===== src/rtl/gr_file_mp.sv =====
// -----------------------------------------------------------------------------
// gr_file_mp : general-register file for the CPU core
//
// Purpose:
//   NREG x XLEN register array with NRP combinational read ports, two write
//   ports (w1 beats w0 on a shared destination), write-through bypass to every
//   read port, and a per-register busy scoreboard.
//   - Issue sets busy.
//   - Writeback clears busy.
//   - Decode uses rs_busy to detect RAW hazards.
//
// Ports:
//   clk      in   clock, all state changes on the rising edge
//   reset    in   synchronous active-low reset
//   rs       in   NRP x AW read indices
//   x_rs     out  NRP x XLEN read data (combinational, bypassed)
//   rs_busy  out  NRP busy flags for the indexed registers (combinational)
//   w0_*     in   write port 0 (slow writeback, lower priority)
//   w1_*     in   write port 1 (ALU writeback, higher priority)
//   iss_en   in   issue strobe, marks iss_rd busy
//   iss_rd   in   issued destination index
//   busy_any out  OR of all stored busy bits (no bypass)
//
// Configuration:
//   GR_ZERO_REG_EN - when defined, register 0 is hardwired to zero and can
//                    never become busy. When undefined, register 0 is ordinary.
// -----------------------------------------------------------------------------
module gr_file_mp #(
    parameter  int XLEN = 32,
    parameter  int NREG = 16,
    parameter  int NRP  = 2,
    localparam int AW   = $clog2(NREG)
) (
    input  logic                      clk,
    input  logic                      reset,
    input  logic [NRP-1:0][AW-1:0]    rs,
    output logic [NRP-1:0][XLEN-1:0]  x_rs,
    output logic [NRP-1:0]            rs_busy,
    input  logic                      w0_en,
    input  logic [AW-1:0]             w0_rd,
    input  logic [XLEN-1:0]           w0_data,
    input  logic                      w1_en,
    input  logic [AW-1:0]             w1_rd,
    input  logic [XLEN-1:0]           w1_data,
    input  logic                      iss_en,
    input  logic [AW-1:0]             iss_rd,
    output logic                      busy_any
);

    logic [XLEN-1:0] r_regs [NREG];
    logic [NREG-1:0] r_busy;
    logic [NREG-1:0] w_busy_nxt;

    // Effective enables: with the zero register enabled, anything aimed at
    // index 0 is dropped here so array, bypass and scoreboard all ignore it.
    logic w_w0_ok;
    logic w_w1_ok;
    logic w_iss_ok;

`ifdef GR_ZERO_REG_EN
    assign w_w0_ok  = w0_en  && (w0_rd  != {AW{1'b0}});
    assign w_w1_ok  = w1_en  && (w1_rd  != {AW{1'b0}});
    assign w_iss_ok = iss_en && (iss_rd != {AW{1'b0}});
`else
    assign w_w0_ok  = w0_en;
    assign w_w1_ok  = w1_en;
    assign w_iss_ok = iss_en;
`endif

    // Register array update: reset clears everything, w1 overrides w0 on the same rd.
    always_ff @(posedge clk) begin
        if (!reset) begin
            for (int r = 0; r < NREG; r++) begin
                r_regs[r] <= {XLEN{1'b0}};
            end
        end else begin
            for (int r = 0; r < NREG; r++) begin
                if (w_w1_ok && (w1_rd == AW'(r))) begin
                    r_regs[r] <= w1_data;
                end else if (w_w0_ok && (w0_rd == AW'(r))) begin
                    r_regs[r] <= w0_data;
                end else begin
                    r_regs[r] <= r_regs[r];
                end
            end
        end
    end

    // Scoreboard next state: a new issue outranks a writeback clear, because
    // the issue names a newer producer for the register.
    always_comb begin
        w_busy_nxt = r_busy;
        for (int r = 0; r < NREG; r++) begin
            if (w_iss_ok && (iss_rd == AW'(r))) begin
                w_busy_nxt[r] = 1'b1;
            end else if ((w_w0_ok && (w0_rd == AW'(r))) ||
                         (w_w1_ok && (w1_rd == AW'(r)))) begin
                w_busy_nxt[r] = 1'b0;
            end else begin
                w_busy_nxt[r] = r_busy[r];
            end
        end
    end

    // Scoreboard register.
    always_ff @(posedge clk) begin
        if (!reset) begin
            r_busy <= {NREG{1'b0}};
        end else begin
            r_busy <= w_busy_nxt;
        end
    end

    // Read ports.
    // Data shows the post-edge value.
    // Busy has a clear-bypass only, so a same-cycle issue shows up one cycle later.
    always_comb begin
        x_rs    = '0;
        rs_busy = '0;
        for (int i = 0; i < NRP; i++) begin
            if (w_w1_ok && (w1_rd == rs[i])) begin
                x_rs[i] = w1_data;
            end else if (w_w0_ok && (w0_rd == rs[i])) begin
                x_rs[i] = w0_data;
            end else begin
                x_rs[i] = r_regs[rs[i]];
            end

            if (w_iss_ok && (iss_rd == rs[i])) begin
                rs_busy[i] = r_busy[rs[i]];
            end else if ((w_w0_ok && (w0_rd == rs[i])) ||
                         (w_w1_ok && (w1_rd == rs[i]))) begin
                rs_busy[i] = 1'b0;
            end else begin
                rs_busy[i] = r_busy[rs[i]];
            end
        end
    end

    assign busy_any = |r_busy;

endmodule


===== config.mk =====
export PLATFORM = sky130hd
export DESIGN_NAME = gr_file_mp
export DESIGN_NICKNAME = d
export VERILOG_FILES = /design/src/rtl/gr_file_mp.sv
export SDC_FILE = /design/constraint.sdc
export NUM_CORES = 1
export LEC_CHECK = 0
export BUFFER_PORTS_ARGS = -buffer_cell sky130_fd_sc_hd__buf_2
export CORE_MARGIN = 8
export CORE_UTILIZATION = 30
export CTS_CLUSTER_DIAMETER = 100
export DETAILED_ROUTE_END_ITERATION = 6
export MAX_ROUTING_LAYER = met4
export PLACE_DENSITY_LB_ADDON = 0.05
export SYNTH_ARGS = -nofsm -noshare
export SYNTH_HDL_FRONTEND = slang
export SYNTH_SLANG_ARGS = --single-unit

===== constraint.sdc =====
create_clock -name clk -period 7.2 [get_ports clk]
set_input_delay 0.36 -clock clk [delete_from_list [all_inputs] [get_ports clk]]
set_output_delay 0.36 -clock clk [all_outputs]
set_load 0.005 [all_outputs]

==> results of run 1 <==
-- path summary, 6_finish.rpt --
path              slack [ps]          to  depth (start not counted)  startpoint
setup / recovery        3440    x_rs[44]                          9       rs[5]
hold / removal            70   r_busy[2]                          2   iss_rd[0]
setup reg to reg        6450  r_busy[15]                          2  r_busy[15]
hold reg to reg          510   r_busy[7]                          2   r_busy[7]
-- metal layers --
metal / GRT usage, % / up-vias / share of wire, %
li1: - / 11098 / -
met1: 33.4 / 13995 / 41
met2: 43.9 / 1412 / 49
met3: 3.58 / 324 / 6.8
met4: 9.05 / 0 / 3.8
met5: - / - / 0
-- power by group through the flow --
stage               Clock, mW  Sequential [mW]  Combinational, mW
finish                   3.35             3.76               1.37
global route             3.52             3.79               1.45
CTS                      3.41             3.76               1.38
detailed placement          0             3.82               1.37
global placement            0             3.81               1.37
floorplan                   0             3.77              0.860
-- cell type report --
type	instances	area [um^2]	share of cell area (%)
timing repair buffer	231	1400	3.84
sequential	528	15700	43.1
inverter	10	37.5	0.103
tap	1403	1760	4.82
multi-input combinational	2060	15400	42.4
clock inverter	31	193	0.529
clock buffer	94	1910	5.23
antenna	2	5.00	0.0137
-- Yosys cell counts, types with 3 or more instances --
| master | number | share of area [%] |
|---|---|---|
| a21boi_0 | 4 | 0.092 |
| a21oi_1 | 189 | 2.9 |
| a221o_1 | 32 | 0.99 |
| a221oi_1 | 32 | 0.86 |
| a22o_1 | 32 | 0.86 |
| a22oi_1 | 66 | 1.5 |
| and2_0 | 4 | 0.077 |
| and2_1 | 33 | 0.63 |
| and3_1 | 11 | 0.21 |
| buf_1 | 36 | 0.42 |
| buf_2 | 98 | 1.5 |
| buf_4 | 10 | 0.23 |
| buf_6 | 10 | 0.35 |
| clkbuf_1 | 210 | 2.4 |
| dfxtp_1 | 16 | 0.99 |
| edfxtp_1 | 512 | 47 |
| inv_1 | 10 | 0.12 |
| mux2_2 | 32 | 1.1 |
| mux2i_1 | 65 | 2.0 |
| mux4_2 | 234 | 16 |
| nand2_1 | 709 | 8.2 |
| nand2b_1 | 12 | 0.23 |
| nand3_1 | 24 | 0.37 |
| nand3b_1 | 4 | 0.092 |
| nand4_1 | 33 | 0.63 |
| nor2_1 | 85 | 0.98 |
| nor2b_1 | 18 | 0.35 |
| nor3_1 | 6 | 0.092 |
| nor3_2 | 4 | 0.12 |
| nor4_1 | 6 | 0.12 |
| o211ai_1 | 3 | 0.069 |
| o21ai_0 | 187 | 2.9 |
| o21ai_1 | 78 | 1.2 |
| o221a_2 | 31 | 1.1 |
| o22ai_1 | 79 | 1.5 |
| xnor2_1 | 6 | 0.16 |
| xor2_1 | 18 | 0.48 |
-- per-stage QoR --
stage	utilization [%]	instances	power [mW]
floorplan	-	2962	4.63
CTS	33.9	4357	8.54
finish	33.9	4359	8.48
global placement	32.0	4232	5.18
detailed placement	32.0	4232	5.19
global route	33.9	4357	8.76
-- state kept, by name, summed over array words and instances, names as in the netlist --
| register | count |
|---|---|
| r_regs | 512 |
| r_busy | 16 |
-- logic make-up after synthesis --
group | count (synthesis) | synth area share [%]
muxes | 331 | 19.3
buffers and inverters | 374 | 5.04
DFF | 528 | 48.3
and+or+nand+nor | 965 | 12.6
AOI/OAI and AO/OA | 740 | 14.2
xor gates and xnor gates | 24 | 0.646
==> results by group, run 1 <==
Yosys
  – Async set-reset flop share out of synthesis: 0%
  – Sequential area share after synthesis: a little under 50%
  – Post-synth cell types: 56
  – Post-Synthesis Cells: 2962
  – Number of synthesized flops with an enable pin: 512
  – FF+latch count, synth: 528
  – Mean Syn Cell Area: 11.0 um^2
  – Mapped Area: 32500 um^2
  – Syn_nets: 3051
  – YS warnings: 0
  – Most common flop cell mapped by yosys: edfxtp_1

Final layout
  – Most common cell after layout, fill and taps aside: nand2_1
  – Area grow syn2layout: 12.1%
  – Design area: 36400 um^2
  – Share of layout cells above drive strength 1: 23.2%
  – Final #Nets: approximately 3000
  – Fillers: 10560
  – Most frequent cells in the layout: nand2_1, edfxtp_1, mux4_2, a21oi_1, o21ai_0

Route
  – DRT Wirelength: between 150000 and 200000 um
  – DRT iter0 DRCs: 3269
  – Avg WL per Cell: 36.5 um
  – First-pass iteration count of the detailed router: 6
  – DRC viols: 0
  – Vias per cell: 6.15
  – Final antenna-violating net count: 0
  – Via count: 26829

Run
  – Maxcap violations: 0

Floorplan
  – Ports: 156
  – Core Region: 107000 um^2
  – Starting Density: a little under a third
  – Standard-cell rows: 120
  – Die H: 345 um
  – Die Wd: 345 um
  – Die area: 119000 um^2

CTS
  – Post_cts resized: 0
  – Post-CTS setup buffers: 0
  – Clk root buf: clkbuf_16
  – Cts hold-fix bufs: 0
  – Clock Latency Late Sink: 620 ps
  – Max H-tree Level: 3
  – Worst-path clk slew: 50 ps
  – CTS buffer count: 70
  – Clk sinks: 528
  – Clk buf depth: 3
  – CTS tree: built

Worst setup path
  – CP delay by family, top: buffers and inverters
  – Crit-path cells: clkbuf_8 > buf_12 > and2_2 > buf_4 > a221oi_1 > o21ai_0 > nand4_1 > o221a_2 > buf_2
  – CP bufs+invs: 4
  – Crit path capture type: output pin
  – Nature of the critical path startpoint: input port
  – CP arrival: roughly 3400 ps
  – Worst setup path category: in -> out
  – CP Data Required Time: between 6000 and 7000 ps
  – Slowest cell delay on critical path: just under 700 ps
  – Crit path max fanout: 78
  – Slowest cell on crit path: buf_12

Global route
  – GRT overflow: 0
  – Total GRT Usage: 26.5%
  – Initial antenna violation count: 3
  – Vias in the first global route: 26786
  – Largest net degree at the start of global routing: 79
  – First-pass GRT wire length: around 220000 um

Place
  – Port Buffers: about 160
  – DP Worst Slack: between 3000 and 4000 ps
  – Placed instance area: 34300 um^2
  – Placer Congestion: just over 0.8
  – DP HPWL: 86500 um

Pwr
  – Pwr/cell area: 233 nW/um^2
  – Switching pwr: 2.40 mW
  – Internal Power: between 6 and 7 mW
  – Peak supply drop: 152 uV
  – Pleak: 12.5 nW
  – Switching part of the total: 28.3%
  – Sequential Power Share: 44.4%
  – Gate power share: 16.2%
  – Clk pwr share: 39.5%

Timing
  – Slew @ Worst Pin: 1460 ps
  – TNS Setup: 0 ps
  – Slew headroom: 2.74%
  – Final Slew Violations: 0
  – F_max: ~0.27 GHz
  – Crit path setup slack, layout: around 3400 ps
  – Worst Skew: 0 ps
  – RSZ-0062 raised after global routing: no
  – Final Setup Violations: 0
  – Crit share post-route: 52.2%
  – Final min period: approximately 3800 ps
  – Hold_ws: ~73 ps
  – Fin. Hold Viols: 0

Worst hold path
  – HP Class: in -> reg

Status
  – Status: finished clean
Power figures use the tool's default switching activity.
==> run 2, diff against run 1 <==
==> constraint.sdc (replaced) <==
create_clock -name clk -period 3.4 [get_ports clk]
set_input_delay 0.17 -clock clk [delete_from_list [all_inputs] [get_ports clk]]
set_output_delay 0.17 -clock clk [all_outputs]
set_load 0.005 [all_outputs]
==> run 2 against run 1 <==
Against the previous run:
- clock power increased by 110%
- core utilization increased by 0.95 points
- sequential power increased by 110%
- global-route usage decreased by 0.55 points
- hold slack got worse by 24 ps
- register-to-register slack got worse by 4300 ps
- sequential share of layout area decreased by 1.2 points
- critical path depth decreased by 1
- clock-buffer cell count increased by 3
- critical path type unchanged
- critical endpoint is now x_rs[34]
- highest routed layer unchanged
==> results by group, run 2 (synthesis gave the netlist of run 1 again) <==
CTS
  – Post-CTS setup buffers: 0
  – Clk root buf: clkbuf_16
  – CTS tree: built
  – Post_cts resized: 0
  – Clock Latency Late Sink: 620 ps
  – Worst-path clk slew: 60 ps
  – CTS buffer count: 71
  – Clk buf depth: 3
  – Max H-tree Level: 3
  – Clk sinks: ~530

Floorplan
  – Standard-cell rows: between 100 and 150
  – Die area: 119000 um^2
  – Die H: 345 um
  – Die Wd: between 300 and 400 um
  – Ports: roughly 160
  – Starting Density: 30.3%
  – Core Region: 107000 um^2

Final layout
  – Top flop regs: r_regs x512, r_busy x16
  – Fillers: 10528
  – Reg with most FFs: r_regs
  – Share of layout cells above drive strength 1: 24.1%
  – Multi-input combinational cell area: 15400 um^2
  – Most common cell after layout, fill and taps aside: nand2_1
  – Max reg flops: 512
  – Most frequent cells in the layout: nand2_1, edfxtp_1, mux4_2, a21oi_1, o21ai_0
  – Register Area: 15700 um^2
  – Area grow syn2layout: 15.2%
  – Design area: between 30000 and 40000 um^2
  – Final #Nets: 3073
  – ANT cells: 0

Status
  – Status: finished clean

Global route
  – Initial antenna violation count: 3
  – Largest net degree at the start of global routing: 111
  – Total GRT Usage: 25.9%
  – GRT overflow: 0
  – First-pass GRT wire length: around 220000 um
  – Vias in the first global route: 26879

Pwr
  – Switching pwr: slightly above 5 mW
  – Pleak: 13.0 nW
  – Pwr/cell area: 482 nW/um^2
  – Peak supply drop: about 340 uV
  – Switching part of the total: between 20% and 30%
  – Clk pwr share: between 30% and 40%
  – Sequential Power Share: roughly 44%
  – Tot Pwr: 18.0 mW
  – Gate power share: 16.6%
  – Internal Power: 12.9 mW

Worst setup path
  – Nature of the critical path startpoint: input port
  – Slowest cell on crit path: and2_2
  – Worst setup path category: in -> out
  – CP delay by family, top: buffers and inverters
  – Slowest cell delay on critical path: 670 ps
  – CP Data Required Time: 3230 ps
  – CP arrival: 2540 ps
  – Crit path capture type: output pin
  – Crit-path cells: clkbuf_8 > and2_2 > buf_4 > a221oi_1 > o21ai_0 > nand4_1 > o221a_2 > buf_2
  – CP bufs+invs: 3
  – Crit path max fanout: 34

Timing
  – Fin. Hold Viols: 0
  – Crit path setup slack, layout: 687 ps
  – Hold_ws: 49.0 ps
  – Slew headroom: a little under a quarter
  – TNS Setup: 0 ps
  – Crit share post-route: 79.8%
  – Final Slew Violations: 0
  – Final Setup Violations: 0
  – RSZ-0062 raised after global routing: no
  – F_max: 0.369 GHz
  – Worst Skew: 0 ps
  – Final min period: approximately 2700 ps
  – Slew @ Worst Pin: 1150 ps

Run
  – Maxcap violations: 0

Place
  – DP HPWL: between 90000 and 100000 um
  – Port Buffers: 155
  – DP Worst Slack: 681 ps
  – Placer Congestion: 0.830
  – Placed instance area: 35100 um^2

Route
  – Vias per cell: between 6 and 7
  – DRT iter0 DRCs: about 3000
  – Via count: 26836
  – First-pass iteration count of the detailed router: 6
  – DRT Wirelength: 156000 um
  – Final antenna-violating net count: 0
  – DRC viols: 0
  – Avg WL per Cell: 35.1 um

Worst hold path
  – HP Class: in -> reg
## run 2: cell types whose count changed in the layout (fill, tap and decap cells not counted), sizes merged
| cell | delta |
|---|---|
| dlygate4sd3 | +26 |
| diode | -2 |
| inv | -1 |
| clkinv | +3 |
| buf | +56 |
| clkbuf | +3 |
| bufinv | -1 |
## run 2: metal layers
metal / track usage, % / wire [um] / share of wire, %
met4: 7.53 / 5080 / 3.3
met3: 3.97 / 10700 / 6.9
met1: 33.8 / 66100 / 42
met5: - / 0 / 0
met2: 41.9 / 73900 / 47
## run 2: layout make-up
type / count / area share (%)
Clock buffer: 97 / 5.06
Clock inverter: 32 / 0.561
Inverter: 10 / 0.100
Multi-Input combinational cell: 2060 / 41.2
Sequential cell: 528 / 41.9
Tap cell: 1403 / 4.69
Timing Repair Buffer: 313 / 6.52
## run 2: repair_timing
action / 4_1_cts / 5_1_grt
hold buffers: 26 / 0
setup endpoints to repair: 0 / 0
hold endpoints to repair: 83 / 0
## run 2: power by group through the flow
| stage | registers [mW] | logic, mW | clock network (mW) |
|---|---|---|---|
| after global placement | 8.07 | 2.95 | 0 |
| after detailed placement | 8.09 | 2.97 | 0 |
| after floorplan | 7.98 | 1.82 | 0 |
| after CTS | 7.96 | 3.00 | 7.21 |
| final | 7.97 | 2.99 | 7.09 |
| after global routing | 8.02 | 3.17 | 7.43 |
## run 2: path summary, 6_finish.rpt
check,slack (ps),cells after the start,to,start
max,690,8,x_rs[34],rs[5]
min,50,3,r_regs[7][17],w1_data[17]
max reg2reg,2200,3,r_busy[2],r_busy[2]
min reg2reg,510,2,r_busy[14],r_busy[14]
## run 2: worst min-delay path, delay by kind of cell
kind / cells / cell delay, ps
simple gates: 1 / 90
compound gates: 1 / 60
buf+inv: 1 / 200
## run 2: stage by stage
| stage | cells | util, % |
|---|---|---|
| after floorplan | 2962 | - |
| after global placement | 4288 | 32.7 |
| after detailed placement | 4288 | 32.7 |
| after CTS | 4443 | 34.9 |
| after global routing | 4443 | 34.9 |
| final | 4443 | 34.9 |
